### src/rtl/vote_logger.sv
// -----------------------------------------------------------------------------
// vote_logger
//
// Upstream stage of the mode/LED controller. Samples the four candidate
// push-buttons, admits exactly one vote per press while the mode switch is in
// voting position, and keeps a saturating tally per candidate. In result
// display mode the tallies are frozen and presses are ignored.
//
// Parameters
//   CNT_W        width of each candidate tally
//   HOLD_CYCLES  consecutive all-released cycles required to re-arm after a press
//
// Ports
//   clk                        system clock, rising edge
//   rst                        asynchronous reset, active-low
//   mode                       0 = voting, 1 = result display (quasi-static)
//   candidate1..4_button_press debounced button levels, asynchronous to clk
//   valid_vote_casted          1-cycle pulse per accepted vote
//   invalid_vote               1-cycle pulse when more than one button was seen
//                              at arm time
//   vote_cand1..vote_cand4     per-candidate tallies (saturating)
//   overflow                   sticky; set by a vote for an already saturated
//                              candidate, cleared only by reset
//
// Timing: a button sampled high at edge k reaches the FSM through the two-flop
// synchroniser at edge k+1, so the tally update and the pulse are registered
// together at edge k+2.
// -----------------------------------------------------------------------------
module vote_logger #(
    parameter int CNT_W       = 8,
    parameter int HOLD_CYCLES = 10
) (
    input  logic             clk,
    input  logic             rst,
    input  logic             mode,
    input  logic             candidate1_button_press,
    input  logic             candidate2_button_press,
    input  logic             candidate3_button_press,
    input  logic             candidate4_button_press,
    output logic             valid_vote_casted,
    output logic             invalid_vote,
    output logic [CNT_W-1:0] vote_cand1,
    output logic [CNT_W-1:0] vote_cand2,
    output logic [CNT_W-1:0] vote_cand3,
    output logic [CNT_W-1:0] vote_cand4,
    output logic             overflow
);

    localparam int NUM_CAND = 4;

    // Width of the re-arm counter; kept at least one bit wide so a
    // HOLD_CYCLES of 1 still elaborates.
    localparam int HOLD_W = (HOLD_CYCLES > 1) ? $clog2(HOLD_CYCLES) : 1;
    localparam logic [HOLD_W-1:0] HOLD_LAST = HOLD_W'(HOLD_CYCLES - 1);

    localparam logic [CNT_W-1:0] TALLY_MAX = '1;

    typedef enum logic {
        IDLE = 1'b0,
        LOCK = 1'b1
    } state_t;

    // -------------------------------------------------------------------------
    // Input synchronisers
    // -------------------------------------------------------------------------
    logic [NUM_CAND-1:0] btn_raw;
    logic [NUM_CAND-1:0] sync1_reg;
    logic [NUM_CAND-1:0] sync2_reg;

    assign btn_raw = {candidate4_button_press,
                      candidate3_button_press,
                      candidate2_button_press,
                      candidate1_button_press};

    always_ff @(posedge clk or negedge rst) begin
        if (!rst) begin
            sync1_reg <= '0;
            sync2_reg <= '0;
        end else begin
            sync1_reg <= btn_raw;
            sync2_reg <= sync1_reg;
        end
    end

    // -------------------------------------------------------------------------
    // Arming FSM
    // -------------------------------------------------------------------------
    state_t            state_reg;
    state_t            state_next;
    logic [HOLD_W-1:0] hold_reg;
    logic [HOLD_W-1:0] hold_next;

    logic btn_any;
    logic btn_onehot;
    logic accept_valid;
    logic accept_invalid;

    assign btn_any    = |sync2_reg;
    assign btn_onehot = ($countones(sync2_reg) == 1);

    always_ff @(posedge clk or negedge rst) begin
        if (!rst) begin
            state_reg <= IDLE;
            hold_reg  <= '0;
        end else begin
            state_reg <= state_next;
            hold_reg  <= hold_next;
        end
    end

    always_comb begin
        state_next     = state_reg;
        hold_next      = hold_reg;
        accept_valid   = 1'b0;
        accept_invalid = 1'b0;

        case (state_reg)
            IDLE: begin
                hold_next = '0;
                // In display mode presses are ignored entirely; we do not
                // even enter LOCK, so switching back to voting with a button
                // already held down registers that press.
                if (!mode && btn_any) begin
                    if (btn_onehot) begin
                        accept_valid = 1'b1;
                    end else begin
                        accept_invalid = 1'b1;
                    end
                    state_next = LOCK;
                end
            end

            LOCK: begin
                // Mode is deliberately not consulted here: the lockout only
                // ends after HOLD_CYCLES consecutive all-released cycles.
                if (btn_any) begin
                    hold_next = '0;
                end else if (hold_reg == HOLD_LAST) begin
                    hold_next  = '0;
                    state_next = IDLE;
                end else begin
                    hold_next = hold_reg + 1'b1;
                end
            end

            default: begin
                state_next = IDLE;
                hold_next  = '0;
            end
        endcase
    end

    // -------------------------------------------------------------------------
    // Per-candidate saturating tallies
    // -------------------------------------------------------------------------
    logic [NUM_CAND-1:0][CNT_W-1:0] tally_bus;
    logic [NUM_CAND-1:0]            sat_vec;

    genvar gi;
    generate
        for (gi = 0; gi < NUM_CAND; gi++) begin : g_cand
            logic [CNT_W-1:0] tally_reg;
            logic             hit;

            // accept_valid implies sync2_reg is one-hot, so at most one
            // candidate sees a hit in any cycle.
            assign hit = accept_valid && sync2_reg[gi];

            always_ff @(posedge clk or negedge rst) begin
                if (!rst) begin
                    tally_reg <= '0;
                end else if (hit && (tally_reg != TALLY_MAX)) begin
                    tally_reg <= tally_reg + 1'b1;
                end
            end

            assign tally_bus[gi] = tally_reg;
            assign sat_vec[gi]   = (tally_reg == TALLY_MAX);
        end
    endgenerate

    // -------------------------------------------------------------------------
    // Pulses and sticky overflow
    // -------------------------------------------------------------------------
    logic valid_reg;
    logic invalid_reg;
    logic overflow_reg;

    always_ff @(posedge clk or negedge rst) begin
        if (!rst) begin
            valid_reg    <= 1'b0;
            invalid_reg  <= 1'b0;
            overflow_reg <= 1'b0;
        end else begin
            // Registered on the same edge as the tally update, so the pulse
            // and the new count become visible together.
            valid_reg   <= accept_valid;
            invalid_reg <= accept_invalid;
            // A vote for a saturated candidate is still a valid vote; it just
            // leaves the count alone and latches overflow.
            if (accept_valid && |(sync2_reg & sat_vec)) begin
                overflow_reg <= 1'b1;
            end
        end
    end

    assign valid_vote_casted = valid_reg;
    assign invalid_vote      = invalid_reg;
    assign overflow          = overflow_reg;

    assign vote_cand1 = tally_bus[0];
    assign vote_cand2 = tally_bus[1];
    assign vote_cand3 = tally_bus[2];
    assign vote_cand4 = tally_bus[3];

endmodule

### config.mk
export PLATFORM = sky130hd
export DESIGN_NAME = vote_logger
export DESIGN_NICKNAME = d
export VERILOG_FILES = /design/src/rtl/vote_logger.sv
export SDC_FILE = /design/constraint.sdc
export NUM_CORES = 1
export LEC_CHECK = 0
export ABC_AREA = 1
export CORE_MARGIN = 2
export CORE_UTILIZATION = 48
export CTS_CLUSTER_DIAMETER = 60
export DETAILED_ROUTE_END_ITERATION = 7
export PLACE_DENSITY_LB_ADDON = 0.2
export RECOVER_POWER = 50
export SKIP_LAST_GASP = 1
export SLEW_MARGIN = 20
export SYNTH_ARGS = -nofsm -noshare
export SYNTH_HDL_FRONTEND = slang
export SYNTH_SLANG_ARGS = --single-unit
### constraint.sdc
create_clock -name clk -period 2.4 [get_ports clk]
set_clock_uncertainty 0.2 [all_clocks]
set_input_delay 0.48 -clock clk [delete_from_list [all_inputs] [get_ports clk]]
set_output_delay 0.48 -clock clk [all_outputs]
set_load 0.02 [all_outputs]
# Word-level counts from Yosys, hierarchy flattened
# Cells that the tools add are included.
word_totals:
  register_bits: 48
  output_inout_bits: 35
op_classes:
  n_addsub: 8
  n_eq_ne: 10
  n_mux: 13
  bitwise_logic: 2
  reduce_logical: 13
op_table:
  columns: ["operator", "count"]
  rows:
  - ["$add A8 B1 Y8 const B", 4]
  - ["$eq A8 B8 Y1 const B", 4]
  - ["$ne A8 B8 Y1 const B", 4]
  - ["$logic_and A1 B1 Y1", 10]
  - ["$mux W1", 9]
  - ["$mux W4", 2]
  - ["$pmux W4 S2", 1]
  - ["$reduce_or A4 Y1", 2]
  - ["$add A1 B1 Y2", 2]
  - ["$add A4 B1 Y4 const B", 1]
  - ["$and A4 B4 Y4", 1]
  - ["$eq A4 B4 Y1 const B", 1]
  - ["$add A2 B2 Y3", 1]
  - ["$eq A3 B1 Y1 const B", 1]
  - ["$pmux W1 S2", 1]
  - ["$logic_not A1 Y1", 1]
  - ["$not A1 Y1", 1]

# Logic depth before layout (Yosys ltp)
# Gate-level depths: netlist of run 1.
logic_depth:
  depth_word: 8
  mapped_depth: 13
  mapped_depth_nobuf: 13

# Least setup slack after synthesis of run 1
# Ideal clock, no wire load.
synth_path:
  path_kind: "register to register"
  start: "register sync2_reg[0]"
  end: "register g_cand[2].tally_reg[4], in the netlist vote_cand3[4]"
  setup_ps: 118
  arrival_ps: 2244
  required_ps: 2082
  slack_ps: -161
  path_stages_with_launch: 14
  n_path_buf: 0
  period_less_slack_ps: 2561
  path_cell_list: "dfrtp_1 inv_1 fa_1 inv_1 ha_1 ha_1 inv_1 nand2_1 nor2_2 inv_1 nor2_8 nand3_4 nand2_1 nand2_1"
synth_between:
  elab_chain_cells: 8
synth_rtl:
  columns: ["item", "line", "source"]
  rows:
  - ["from (decl)", "68", "logic [NUM_CAND-1:0] sync2_reg;"]
  - ["from (signal assigned)", "81", "sync2_reg <= sync1_reg;"]
  - ["$add A1 B1 Y2 (not written as such)", "99", "assign btn_onehot = ($countones(sync2_reg) == 1);"]
  - ["$add A2 B2 Y3 (not written as such)", "99", null]
  - ["$eq A3 B1 Y1", "99", null]
  - ["$mux W1", "124", "if (btn_onehot) begin"]
  - ["$mux W1 (*)", "123", "if (!mode && btn_any) begin"]
  - ["$mux W1 (*)", "117", "case (state_reg)"]
  - ["net accept_valid", "95", "logic accept_valid;"]
  - ["$logic_and A1 B1 Y1 (*)", "167", "assign hit = accept_valid && sync2_reg[gi];"]
  - ["$logic_and A1 B1 Y1 (*)", "172", "end else if (hit && (tally_reg != TALLY_MAX)) begin"]
  - ["to (signal assigned)", "173", "tally_reg <= tally_reg + 1'b1;"]
  - ["to (decl)", "162", "logic [CNT_W-1:0] tally_reg;"]
# The timed path passes the listed nets; every way through them passes the cells marked *.
# A chain may end at the register's enable or synchronous reset.

# Final worst setup path of run 1
layout_path:
  start: "register sync2_reg[0]"
  end: "register g_cand[2].tally_reg[0], in the netlist vote_cand3[0]"
# The elaborated chain is that of the path after synthesis.

==> results.sh, run 1 <==
export IMPL_cts_buffers=5
export IMPL_crit_path_max_fanout=8
export IMPL_clk_latency_ps=300
export IMPL_antenna_cells=0
export IMPL_synthTopCellsByArea="dfrtp_1 46%, nand2_1 16%, nand3_1 8.2%"
export IMPL_layout_drive_gt1_share=0.1365
export IMPL_start_util=0.5058
export IMPL_synthToLayoutAreaGrowth_pct=27.59
export IMPL_synth_flop_cell="dfrtp_1"
export IMPL_p_leak_nw=1.678
export IMPL_slew_violations=0
export IMPL_crit_start="sync2_reg[0]"
export IMPL_synth_top_area_frac=0.4591
export IMPL_ys_warn_count=0
export IMPL_power_total_w=0.001404
export IMPL_synth_area_um2=2616
export IMPL_synth_cell_types=19
export IMPL_io_pins=42
export IMPL_wl_um=5312
export IMPL_vias=2256
export IMPL_dieHeight_um=77.83
export IMPL_dr_first_iter_drc_count=114
export IMPL_die_area_um2=6057
export IMPL_post_dp_hpwl_um=3750
export IMPL_cts_tree="done"
export IMPL_port_buffers=41
export IMPL_pre_cts_slack_ps=-126.5
export IMPL_violations="setup timing"
export IMPL_num_rows=26
export IMPL_grt_pass1_wl_um=8963
export IMPL_ys_async_sr_fraction=1.000
export IMPL_multi_input_area_um2=1336
export IMPL_hold_viol_final=0
export IMPL_fmax_mhz=399.1
export IMPL_ant_nets=0
export IMPL_relSlewSlack=0.1144
export IMPL_dp_cells=437
export IMPL_ys_ff_latch=48
export IMPL_h_tree_depth=2
export IMPL_yosysSeqAreaShare=0.4591
export IMPL_min_from="sync1_reg[3]"
export IMPL_synth_nets=336
export IMPL_cts_sinks=48
export IMPL_r2r_setup_slack_ps=-110
export IMPL_required_ps=2390
export IMPL_grt_usage=0.1818
export IMPL_clock_root_buffer="clkbuf_8"
export IMPL_grt_pass1_vias=1990
export IMPL_antenna_found_initial=0
export IMPL_cp_arrival_ps=2500
export IMPL_globalplace_congestion=0.8330
export IMPL_fin_nets=397
export IMPL_drv_cap=0
export IMPL_cts_clk_slew_worst_paths_ps=90
export IMPL_setup_viol=32
export IMPL_worst_pin_slew_ps=1328
export IMPL_overflow=0
export IMPL_via_per_inst=5.002
export IMPL_cp_start_kind="flop"
export IMPL_syn_inst=319
export IMPL_post_drt_wl_per_cell_um=11.78
export IMPL_netlist_top_cells_count="114 x nand2_1, 48 x dfrtp_1, 43 x nand3_1, 31 x inv_1, 23 x nor2_1"
export IMPL_drc_errors=0
export IMPL_hp_class="flop to flop"
export IMPL_core_um2=5172
export IMPL_critPathKind="flop to flop"
export IMPL_avgSynthCellArea_um2=8.201
export IMPL_synth_most_common_cell="nand2_1"
export IMPL_die_w_um=77.83
export IMPL_grt_start_max_net_pins=26
export IMPL_vdd_drop_max_v=0.0003249
export IMPL_status="complete, but fails checks"
export IMPL_cp_end_kind="flop"
export IMPL_cts_path_max_buffers=2
export IMPL_layoutNonFillerInstCount=451
export IMPL_fin_util=0.6454
export IMPL_rsz0062_at_grt="yes"
export IMPL_period_needed_ps=2506
export IMPL_synth_edf_count=0
export IMPL_dr_pass1_iters=4
export IMPL_post_route_period_util=1.044
export IMPL_ff_latch_area_um2=1201
export IMPL_r2r_start="sync2_reg[0]"
export IMPL_setup_slack_ps=-105.7
export IMPL_p_per_area_nw_per_um2=420.6
export IMPL_yosysTopAreaCell="dfrtp_1"
export IMPL_hold_ws_ps=152.8
export IMPL_fillers=457
## logic make-up after synthesis
kind of cell	synth area share
AO/OA/AOI/OAI	0.01339
XOR/XNOR	0.04017
adder cells (fa/ha/maj)	0.05069
buffers and inverters	0.04448
flip-flops	0.4591
AND/OR/NAND/NOR	0.3922
## what timing repair did
item                       4_1_cts  5_1_grt
hold buffers                     1        0
gates resized for setup          1        6
setup endpoints to repair       32       33
buffers inserted                 1        4
hold endpoints to repair        17        0
pin swaps                       10        3
## worst paths after layout
| check | endpoint | cells past startpoint |
|---|---|---|
| hold reg to reg | sync2_reg[3] | 0 |
| max in group asynchronous | state_reg | 3 |
| hold / removal | sync2_reg[3] | 0 |
| setup / recovery | vote_cand3[0] | 13 |
| setup reg to reg | vote_cand3[0] | 13 |
| min in group asynchronous | vote_cand2[2] | 2 |
## report_power, final
group | internal, W | switching [W]
combinational | 0.0000373 | 0.0000506
sequential | 0.000815 | 0.00000481
clock | 0.000230 | 0.000266
## layout by cell type (no fill, tap or decap), drive strengths merged
| master | count |
|---|---|
| nand2 | 120 |
| dfrtp | 48 |
| nand3 | 48 |
| clkdlybuf4s50 | 36 |
| inv | 31 |
| nor2 | 31 |
| buf | 12 |
| ha | 9 |
| nand3b | 8 |
| xor2 | 7 |
| o21ai | 7 |
| clkbuf | 7 |
| xnor2 | 5 |
| dlygate4sd3 | 5 |
| nand4 | 4 |
| clkinv | 2 |
| fa | 1 |
## worst max-delay path, cell delays in order (launching register included)
cell and delay, ps:
dfrtp_1 380, inv_2 60, fa_1 530, inv_1 40, ha_2 170, ha_4 210, inv_2 50, nand2_2 50
nor2_4 120, inv_2 80, nor2_8 190, nand3_4 160, nand2_2 110, nand2_2 40
## final cells by class
type                       instances  area share
clock buffer                       6     0.02474
clock inverter                     2    0.002999
inverter                          31     0.03486
multi-input combinational        240      0.4003
sequential                        48      0.3598
tap                               70     0.02624
timing repair buffer              54      0.1510
## metrics by stage
stage          TNS, ps  cell area (µm²)
2_1_floorplan   -623.3             2639
3_3_place_gp     -1615             3197
3_5_place_dp     -3645             3197
4_1_cts          -1853             3307
5_1_grt          -8388             3338
6_report         -2513             3338
## layer usage
layer	vias up	GRT usage	wire length (µm)
li1	1133	-	-
met1	1075	0.2586	2498
met2	42	0.2845	2604
met3	6	0.03605	146
met4	0	0.04821	62
met5	-	0	0
Note: power is estimated with default switching activity, not from simulation.
==> inputs of run 2 (changes only) <==
--- a/config.mk
+++ b/config.mk
@@ -17,3 +17,4 @@
 export SYNTH_ARGS = -nofsm -noshare
 export SYNTH_HDL_FRONTEND = slang
 export SYNTH_SLANG_ARGS = --single-unit
+export TNS_END_PERCENT = 20
==> results.sh, run 2 (synthesized netlist as in run 1, its figures left out) <==
export IMPL_core_um2=5172
export IMPL_port_buffers=41
export IMPL_final_common_cell="nand2_1"
export IMPL_globalplace_congestion=0.8330
export IMPL_multi_input_area_um2=1321
export IMPL_power_total_w=0.001398
export IMPL_cts_clk_slew_worst_paths_ps=90
export IMPL_wl_um=5167
export IMPL_drv_cap=0
export IMPL_fillers=459
export IMPL_crit_cells=13
export IMPL_crit_buf_inv=4
export IMPL_via_per_inst=4.955
export IMPL_dieHeight_um=77.83
export IMPL_p_int_w=0.001078
export IMPL_relSlewSlack=0.1074
export IMPL_cts_tree="done"
export IMPL_period_needed_ps=2461
export IMPL_switching_power_w=0.0003195
export IMPL_r2r_setup_slack_ps=-60
export IMPL_setup_slack_ps=-61.16
export IMPL_cpPeakStageDelay_ps=530
export IMPL_regToRegEndpoint="vote_cand3[0]"
export IMPL_io_pins=42
export IMPL_vdd_drop_max_v=0.0003249
export IMPL_rsz0062_at_grt="yes"
export IMPL_status="complete, but fails checks"
export IMPL_crit_chain="inv_2, fa_1, inv_1, ha_2, ha_4, inv_2, nand2_2, nor2_4, inv_2, nor2_8, nand3_4, nand2_1, nand2_1"
export IMPL_antenna_cells=0
export IMPL_switching_share=0.2286
export IMPL_power_frac_seq=0.586
export IMPL_hold_viol_final=0
export IMPL_fin_nets=393
export IMPL_critPathMostFrequentCell="inv_2"
export IMPL_grt_pass1_wl_um=8983
export IMPL_layout_drive_gt1_share=0.1088
export IMPL_post_route_period_util=1.025
export IMPL_final_cell_mix="113 x nand2_1, 48 x dfrtp_1, 43 x nand3_1"
export IMPL_p_comb_frac=0.059
export IMPL_overflow=0
export IMPL_fin_util=0.6359
export IMPL_post_dp_hpwl_um=3750
export IMPL_worst_pin_slew_ps=1339
export IMPL_crit_start="sync2_reg[0]"
export IMPL_h_tree_depth=2
export IMPL_cp_arrival_ps=2450
export IMPL_r2r_start="sync2_reg[0]"
export IMPL_required_ps=2390
export IMPL_vias=2215
export IMPL_cp_top_family="adder cells"
export IMPL_setup_tns_ps=-1366
export IMPL_violations="setup timing"
export IMPL_dr_first_iter_drc_count=114
export IMPL_p_clk_frac=0.355
export IMPL_ff_latch_area_um2=1201
export IMPL_p_per_area_nw_per_um2=424.9
export IMPL_dp_cells=437
export IMPL_fmax_mhz=406.3
export IMPL_num_rows=26
export IMPL_p_leak_nw=1.654
export IMPL_cts_buffers=5
export IMPL_drc_errors=0
export IMPL_hp_class="flop to flop"
export IMPL_grt_start_max_net_pins=26
export IMPL_hold_ws_ps=153.2
export IMPL_cp_slowest_cell="fa_1"
export IMPL_slew_violations=0
export IMPL_cts_sinks=48
export IMPL_cts_path_max_buffers=2
export IMPL_grt_pass1_vias=2004
export IMPL_r2r_cells=13
export IMPL_ant_nets=0
export IMPL_die_area_um2=6057
export IMPL_cp_start_kind="flop"
export IMPL_post_drt_wl_per_cell_um=11.56
export IMPL_dr_pass1_iters=4
export IMPL_layoutNonFillerInstCount=447
export IMPL_crit_path_max_fanout=8
export IMPL_synthToLayoutAreaGrowth_pct=25.73
export IMPL_start_util=0.5058
export IMPL_clock_root_buffer="clkbuf_8"
export IMPL_critPathCapture="vote_cand3[0]"
export IMPL_clk_latency_ps=300
export IMPL_cp_end_kind="flop"
export IMPL_die_w_um=77.83
export IMPL_setup_viol=32
export IMPL_critPathKind="flop to flop"
export IMPL_grt_usage=0.1820
export IMPL_antenna_found_initial=0
## run 2: worst min path at each step
stage                               to    startpoint  slack, ps  depth (start not counted)
after floorplan            hold_reg[0]           rst        -20                          0
after global placement    sync2_reg[1]  sync1_reg[1]        140                          0
after detailed placement  sync2_reg[3]  sync1_reg[3]        130                          0
after CTS                 sync2_reg[3]  sync1_reg[3]        160                          0
after global routing      sync2_reg[3]  sync1_reg[3]        160                          0
final                     sync2_reg[3]  sync1_reg[3]        150                          0
## run 2: cell type report
class / count / share of cell area
clock buffer: 6 / 0.02510
clock inverter: 2 / 0.003043
inverter: 31 / 0.03537
multi-input combinational: 240 / 0.4017
sequential: 48 / 0.3652
tap: 70 / 0.02663
timing repair buffer: 50 / 0.1430
## run 2: metal layers
metal | track usage | vias to the layer above | share of wire
li1 | - | 1128 | -
met1 | 0.2586 | 1045 | 0.49
met2 | 0.2853 | 37 | 0.48
met3 | 0.03605 | 5 | 0.026
met4 | 0.04821 | 0 | 0.0081
met5 | 0 | - | 0
## run 2: worst reg2reg max path, stage by stage (launching register included)
cell and delay (ps):
dfrtp_1 370, inv_2 50, fa_1 530, inv_1 40, ha_2 170, ha_4 210
inv_2 50, nand2_2 50, nor2_4 120, inv_2 80, nor2_8 180, nand3_4 150
nand2_1 100, nand2_1 50
## run 2: what timing repair did
item,CTS,global route
hold endpoints to repair,17,0
hold buffers,1,0
endpoints found under the setup margin,32,33
buffers inserted,1,0
pin swaps,7,0
gates resized for setup,1,0
## run 2: metrics by stage
| stage | setup slack, ps | area (µm²) |
|---|---|---|
| detailed placement | -126.5 | 3197 |
| CTS | -73.83 | 3307 |
| global placement | -61.39 | 3197 |
| global route | -228.3 | 3289 |
| finish | -61.16 | 3289 |
| floorplan | -22.00 | 2639 |
## run 2: power by group through the flow
stage	combinational, W	sequential, W	clock (W)
after detailed placement	0.0000866	0.000836	0
after global placement	0.0000837	0.000836	0
after floorplan	0.0000391	0.000837	0
after global routing	0.0000921	0.000821	0.000549
final	0.0000822	0.000820	0.000496
after CTS	0.0000894	0.000820	0.000514
==> inputs of run 3 (changes only) <==
--- a/config.mk
+++ b/config.mk
@@ -6,6 +6,7 @@
 export NUM_CORES = 1
 export LEC_CHECK = 0
 export ABC_AREA = 1
+export CAP_MARGIN = 10
 export CORE_MARGIN = 2
 export CORE_UTILIZATION = 48
 export CTS_CLUSTER_DIAMETER = 60
==> results of run 3 <==
Final layout, timing and power as in run 2 (identical DEF).
